[src/rtl/muldiv_ctrl.sv]
// Multiply/divide sequencer for the EX stage.
// Accepts one MULT/MULTU/DIV/DIVU from EX, drives the pipelined multiplier or
// the iterative divider, stalls the front of the pipe until the 64-bit result
// is captured, then issues a single HI/LO commit pulse.
module muldiv_ctrl #(
  parameter int MUL_LAT = 1  // multiplier latency in cycles, 1..7
) (
  input  logic        clk,
  input  logic        rst,
  input  logic        flush,
  input  logic        ex_hold,
  input  logic        op_mult,
  input  logic        op_multu,
  input  logic        op_div,
  input  logic        op_divu,
  input  logic [31:0] src_a,
  input  logic [31:0] src_b,
  output logic        mul_signed,
  output logic [31:0] mul_ina,
  output logic [31:0] mul_inb,
  input  logic [63:0] mul_result,
  output logic        div_start,
  output logic        div_signed,
  output logic        div_annul,
  output logic [31:0] div_opa,
  output logic [31:0] div_opb,
  input  logic        div_ready,
  input  logic [63:0] div_result,
  output logic        stallreq,
  output logic        hilo_we,
  output logic [31:0] hi_wdata,
  output logic [31:0] lo_wdata,
  output logic        busy
);

  typedef enum logic [1:0] {
    S_IDLE     = 2'd0,
    S_MUL_WAIT = 2'd1,
    S_DIV_RUN  = 2'd2,
    S_DONE     = 2'd3
  } state_t;

  localparam logic [2:0] LAT = 3'(MUL_LAT);

  state_t      r_state;
  state_t      w_next;
  logic [2:0]  r_cnt;
  logic [2:0]  w_cnt_next;
  logic [31:0] r_opa;
  logic [31:0] r_opb;
  logic        r_sgn;
  logic [31:0] r_hi;
  logic [31:0] r_lo;
  logic        r_first;      // high during the first DONE cycle only

  logic        w_any_op;
  logic        w_is_div;
  logic        w_sgn;
  logic        w_accept;
  logic        w_cap;
  logic [31:0] w_cap_hi;
  logic [31:0] w_cap_lo;

  // Decode: divide wins over multiply, signed wins over unsigned within each.
  assign w_any_op = op_mult | op_multu | op_div | op_divu;
  assign w_is_div = op_div | op_divu;
  assign w_sgn    = op_div | (~op_divu & op_mult);
  assign w_accept = (r_state == S_IDLE) & w_any_op & ~flush;

  assign stallreq = w_accept | (r_state == S_MUL_WAIT) | (r_state == S_DIV_RUN);
  assign busy     = (r_state != S_IDLE);

  // State register and multiplier latency counter.
  // NOTE: sequential state uses non-blocking assignments so every register
  // samples the pre-edge values regardless of statement order.
  always_ff @(posedge clk) begin
    if (rst) begin
      r_state <= S_IDLE;
      r_cnt   <= '0;
    end else begin
      r_state <= w_next;
      r_cnt   <= w_cnt_next;
    end
  end

  // Operand, signedness and result capture; first-DONE-cycle marker.
  always_ff @(posedge clk) begin
    if (rst) begin
      r_opa   <= '0;
      r_opb   <= '0;
      r_sgn   <= 1'b0;
      r_hi    <= '0;
      r_lo    <= '0;
      r_first <= 1'b0;
    end else begin
      if (w_accept) begin
        r_opa <= src_a;
        r_opb <= src_b;
        r_sgn <= w_sgn;
      end
      if (w_cap) begin
        r_hi <= w_cap_hi;
        r_lo <= w_cap_lo;
      end
      r_first <= (w_next == S_DONE) && (r_state != S_DONE);
    end
  end

  // Next-state, result capture and resource/commit outputs.
  // NOTE: every signal driven here gets a default first, so no path can
  // leave one unassigned and infer a latch.
  always_comb begin
    w_next     = r_state;
    w_cnt_next = r_cnt;
    w_cap      = 1'b0;
    w_cap_hi   = '0;
    w_cap_lo   = '0;
    mul_signed = 1'b0;
    mul_ina    = '0;
    mul_inb    = '0;
    div_start  = 1'b0;
    div_signed = 1'b0;
    div_opa    = '0;
    div_opb    = '0;
    div_annul  = 1'b0;
    hilo_we    = 1'b0;
    hi_wdata   = '0;
    lo_wdata   = '0;

    unique case (r_state)
      S_IDLE: begin
        if (w_accept) begin
          if (w_is_div) begin
            if (src_b == 32'd0) begin
              // Divide by zero: skip the divider and commit {0,0}.
              w_next = S_DONE;
              w_cap  = 1'b1;
            end else begin
              w_next = S_DIV_RUN;
            end
          end else begin
            w_next     = S_MUL_WAIT;
            w_cnt_next = LAT;
          end
        end
      end
      S_MUL_WAIT: begin
        mul_signed = r_sgn;
        mul_ina    = r_opa;
        mul_inb    = r_opb;
        w_cnt_next = r_cnt - 3'd1;
        if (r_cnt == 3'd1) begin
          w_cap    = 1'b1;
          w_cap_hi = mul_result[63:32];
          w_cap_lo = mul_result[31:0];
          w_next   = S_DONE;
        end
      end
      S_DIV_RUN: begin
        div_signed = r_sgn;
        div_opa    = r_opa;
        div_opb    = r_opb;
        div_start  = ~div_ready;
        if (div_ready) begin
          w_cap    = 1'b1;
          w_cap_hi = div_result[63:32];
          w_cap_lo = div_result[31:0];
          w_next   = S_DONE;
        end
      end
      S_DONE: begin
        hilo_we  = r_first;
        hi_wdata = r_hi;
        lo_wdata = r_lo;
        if (!ex_hold) w_next = S_IDLE;
      end
      default: w_next = S_IDLE;
    endcase

    // Flush abandons the operation from any state and drops any result.
    if (flush) begin
      w_next     = S_IDLE;
      w_cnt_next = '0;
      w_cap      = 1'b0;
      hilo_we    = 1'b0;
      div_annul  = (r_state == S_DIV_RUN);
    end
  end

endmodule

[config.mk]
export PLATFORM = sky130hd
export DESIGN_NAME = muldiv_ctrl
export DESIGN_NICKNAME = d
export VERILOG_FILES = /design/src/rtl/muldiv_ctrl.sv
export SDC_FILE = /design/constraint.sdc
export NUM_CORES = 1
export LEC_CHECK = 0
export ABC_CLOCK_PERIOD_IN_PS = 3900
export BUFFER_PORTS_ARGS = -buffer_cell sky130_fd_sc_hd__buf_2
export CAP_MARGIN = 20
export CORE_AREA = 8 8 179 181
export CTS_CLUSTER_DIAMETER = 60
export CTS_CLUSTER_SIZE = 14
export DETAILED_ROUTE_END_ITERATION = 7
export DIE_AREA = 0 0 187 189
export PLACE_DENSITY = 0.55
export SLEW_MARGIN = 20
export SYNTH_ARGS = -nofsm -noshare
export SYNTH_HDL_FRONTEND = slang
export SYNTH_SLANG_ARGS = --single-unit
[constraint.sdc]
create_clock -name clk -period 3.9 [get_ports clk]
set_input_delay 0.78 -clock clk [delete_from_list [all_inputs] [get_ports clk]]
set_output_delay 0.78 -clock clk [all_outputs]
set_load 0.005 [all_outputs]
* Word-level counts from Yosys, hierarchy flattened
Cells that the tools add are included.
** Word-level totals
- Bits in registers :: 135
- Input port bits :: 201
- Output and inout bits :: 199
- Logic and storage cells :: 73
** Cells by class
- Add/subtract/negate cells :: 1
- Equal/unequal tests :: 8
- Multiplexer cells :: 36
- Bitwise logic cells :: 13
- Reductions and logical operators :: 7
** Operators with widths (number)
- 2-to-1 mux 32 bit :: 10
- one-hot mux 32 bit (2 select lines) :: 2
- zero test 32 bit :: 1
- 2-to-1 mux 1 bit :: 13
- 2-to-1 mux 2 bit :: 6
- one-hot mux 2 bit (4 select lines) :: 1
- bitwise OR 1 bit :: 7
- == test 2 bit (second input constant) :: 3
- 2-to-1 mux 3 bit :: 2
- != test 2 bit (second input constant) :: 3
- one-hot mux 3 bit (2 select lines) :: 1
- nonzero test 2 bit :: 2
- AND 1 bit :: 3
- == test 3 x 1 -> 1 bit (second input constant) :: 1
- inverter 1 bit :: 3
- one-hot mux 1 bit (3 select lines) :: 1
- AND reduction 3 bit :: 1
- subtractor 3 x 1 -> 3 bit (second input constant) :: 1
- == test 2 x 1 -> 1 bit (second input constant) :: 1
- zero test 2 bit :: 1
- OR reduction 2 bit :: 1
- logical AND 1 bit :: 1

* Logic depth before layout (Yosys ltp)
- Depth after elaboration :: 10
- Depth in mapped cells :: 10
- Depth with buffers taken out :: 7

* Least setup slack after synthesis
Ideal clock, no wire load.
- Kind :: input -> output
- From :: input port op_div
- To :: output port stallreq
- Arrival :: 1.623 ns
- Setup slack :: 1.497 ns
- Cell stages on the path :: 4
- Cells stage by stage :: nor2_1 -> a21oi_2 -> buf_2 -> or3_1
** On the way
- Longest elaborated chain between the ends :: 6
** Ends and longest elaborated chain
- from (decl) :: RTL line 14 : input logic op_div,
- bitwise OR 1 bit (2 in series) :: RTL line 65 : assign w_any_op = op_mult | op_multu | op_div | op_divu;
- AND 1 bit (2 in series) :: RTL line 68 : assign w_accept = (r_state == S_IDLE) & w_any_op & ~flush;
- bitwise OR 1 bit (2 in series) :: RTL line 70 : assign stallreq = w_accept | (r_state == S_MUL_WAIT) | (r_state == S_DIV_RUN);
- to (decl) :: RTL line 29 : output logic stallreq,
Every way passes these cells.

* Final worst setup path
- From :: register r_state[0]
- To :: output port div_opa[2]
** On the way
- Longest elaborated chain between the ends :: 2
** Ends and longest elaborated chain
- from (decl) :: RTL line 45 : state_t r_state;
- from (signal assigned) :: RTL line 81 : r_state <= w_next;
- == test 2 bit :: RTL line 130 : unique case (r_state)
- 2-to-1 mux 32 bit :: RTL line 130
- to (decl) :: RTL line 25 : output logic [31:0] div_opa,
Every way passes these cells.

==> flow_metrics.env <==
export IMPL_gr_overflow_total=0
export IMPL_worst_slew_pin_slew_ns=1.00
export IMPL_postRouteAntennaNets=0
export IMPL_io_pins=400
export IMPL_grt_pass1_vias=8054
export IMPL_maxSlewHeadroom_pct=33.1
export IMPL_drv_cap=0
export IMPL_slew_violations=0
export IMPL_synth_area_mm2=0.00744
export IMPL_gp_congestion=0.813
export IMPL_dpl_hpwl_mm=20.8
export IMPL_grt_setup_unrepaired="false"
export IMPL_netlist_top_cells_area="dfxtp_1, and2_1, o31ai_2, nand4b_1, nand2_1"
export IMPL_synth_nets=1092
export IMPL_full_die_area_mm2=0.0353
export IMPL_clk_transition_reported_paths_ns=0.06
export IMPL_total_power_mw=3.62
export IMPL_static_leakage_power_nw=4.67
export IMPL_routed_top_layer="met4"
export IMPL_final_common_cell="buf_2"
export IMPL_final_period_utilization_pct=77.7
export IMPL_drt_pass1_iterations=4
export IMPL_worst_slack_ns=0.869
export IMPL_cp_start_kind="flip-flop"
export IMPL_floorplan_initialDensity_pct=25.4
export IMPL_cts_resized_gates=0
export IMPL_setup_total_negative_slack_ns=0
export IMPL_met1_wire_length_mm=12.1
export IMPL_synth_edf_count=0
export IMPL_final_standard_cell_count_with_taps_included_and_fillers_excluded=1626
export IMPL_final_nets=1432
export IMPL_end_kind="primary output"
export IMPL_first_iter_violations=349
export IMPL_timing_critical_path_arrival_ns=2.25
export IMPL_drt_wl_total_mm=28.8
export IMPL_number_of_flip_flops_and_latches_in_the_synthesized_netlist=135
export IMPL_clkLatencyLatePin_ns=0.42
export IMPL_max_clock_freq_mhz=330
export IMPL_avgViaCountPerCell=4.76
export IMPL_antenna_cells_inserted=0
export IMPL_post_route_cells_drive_above_1_share_pct=42.0
export IMPL_async_reset_ff_share_pct=0
export IMPL_final_core_utilization_pct=35.1
export IMPL_post_cts_buffers=0
export IMPL_clock_sinks=135
export IMPL_core_area_mm2=0.0292
export IMPL_yosys_area_top_type_share_pct=36.3
export IMPL_cts_htree_levels=4
export IMPL_routed_wl_met2_mm=13.8
export IMPL_ff_latch_area_mm2=0.00270
export IMPL_number_of_design_rule_violations_left_after_detail_routing=0
export IMPL_ctsLongestPathBuffers=2
export IMPL_n_fill_cell=3120
export IMPL_synthDistinctLibCells=40
export IMPL_synth_seq_area_share_pct=36.3
export IMPL_power_density_mw_per_mm2=352
export IMPL_timing_hold_worst_class="reg2reg"
export IMPL_syn_area_per_cell_um2=8.42
export IMPL_vias=7733
export IMPL_final_cell_area_mm2=0.0103
export IMPL_place_port_buffers=399
export IMPL_numCtsBuffers=17
export IMPL_critical_path_max_fanout=71
export IMPL_die_y_um=189
export IMPL_fin_hold_ws_ns=0.460
export IMPL_syn_inst=883
export IMPL_fp_dieW_um=187
export IMPL_post_place_cells=1594
export IMPL_area_of_the_multi_input_gates_mm2=0.00435
export IMPL_global_route_wire_length_before_repair_mm=45.3
export IMPL_final_cell_mix="buf_2, and2_1, nand2_1"
export IMPL_syn2layout_area_growth_pct=38.2
export IMPL_run_status="complete, no violations"
export IMPL_cts_tree="built"
export IMPL_num_rows=63
export IMPL_antenna_found_initial=0
export IMPL_pin_count_of_the_biggest_net_entering_global_routing=72
export IMPL_root_buf_cell="clkbuf_16"
export IMPL_dp_worst_setup_slack_ns=1.02
export IMPL_cp_data_required_time_ns=3.12
export IMPL_route_met3_wl_mm=2.47
export IMPL_hold_viol_final=0
export IMPL_wl_per_cell_um=17.7
export IMPL_vdd_ir_drop_worst_mv=0.211
export IMPL_global_route_usage_sum_pct=15.7
export IMPL_skew_ns=0.0125
export IMPL_finalWorstPathRequiredPeriod_ns=3.03
export IMPL_post_cts_hold_buffer_count=0
export IMPL_crit_type="reg2out"
export IMPL_dpl_cell_area_mm2=0.00970
export IMPL_setup_viol_count_final=0
export IMPL_synth_top_flop_cell="dfxtp_1"
export IMPL_synth_warnings=0
export IMPL_synth_area_leader_cell="dfxtp_1"
## worst paths after layout
kind / start / endpoint / slack, ns / cells past startpoint
max reg2reg: r_state[0] / r_hi[29] / 1.07 / 6
min reg2reg: r_opa[8] / r_opa[8] / 0.46 / 2
min: r_opa[8] / r_opa[8] / 0.46 / 2
max: r_state[0] / div_opa[2] / 0.87 / 4
## report_power, final
part	switching [mW]	leakage, nW	internal [mW]
clock network	0.728	0.280	0.908
registers	0.0418	1.10	1.44
logic	0.308	3.29	0.200
## cells in the mapped netlist (all sizes together) (2+ instances only)
cell type	count
o21ai	4
o31ai	64
or2	2
and2	197
and4	2
nand3	2
nand2	136
a22oi	64
inv	7
a21oi	66
ha	8
clkbuf	74
nor2	12
buf	18
nor4	8
nand4b	64
nand2b	2
nor3	2
dfxtp	135
nor2b	2
## flip-flops by register name (all words and copies together), names as in the netlist
name     flops
r_hi        32
r_lo        32
r_opa       32
r_opb       32
r_state      2
r_first      1
r_cnt        3
r_sgn        1
## routing by layer
metal / GRT usage [%] / vias to the layer above
li1: - / 3771
met1: 18.6 / 3576
met5: 0 / -
met2: 26.7 / 359
met4: 3.91 / 0
met3: 5.68 / 27
## worst max-delay path, stage by stage (launching register included)
cell     delay (ns)
dfxtp_1        0.37
inv_1          0.14
ha_2           0.84
and2_1         0.30
buf_2          0.14
## cell type report
cell class,count,share of cell area [%]
tap,390,4.75
inverter,7,0.256
timing repair buffer,413,20.7
multi-input combinational,649,42.3
clock buffer,17,4.14
clock inverter,15,1.53
sequential,135,26.3
## cells by family after synthesis
group | Yosys count | share of synthesized area (%)
flops | 135 | 36.3
simple gates | 434 | 33.8
buf+inv | 99 | 5.79
fa+ha+maj | 8 | 1.35
mux | 1 | 0.151
compound gates | 206 | 22.6
Note: power is estimated with default switching activity, not from simulation.
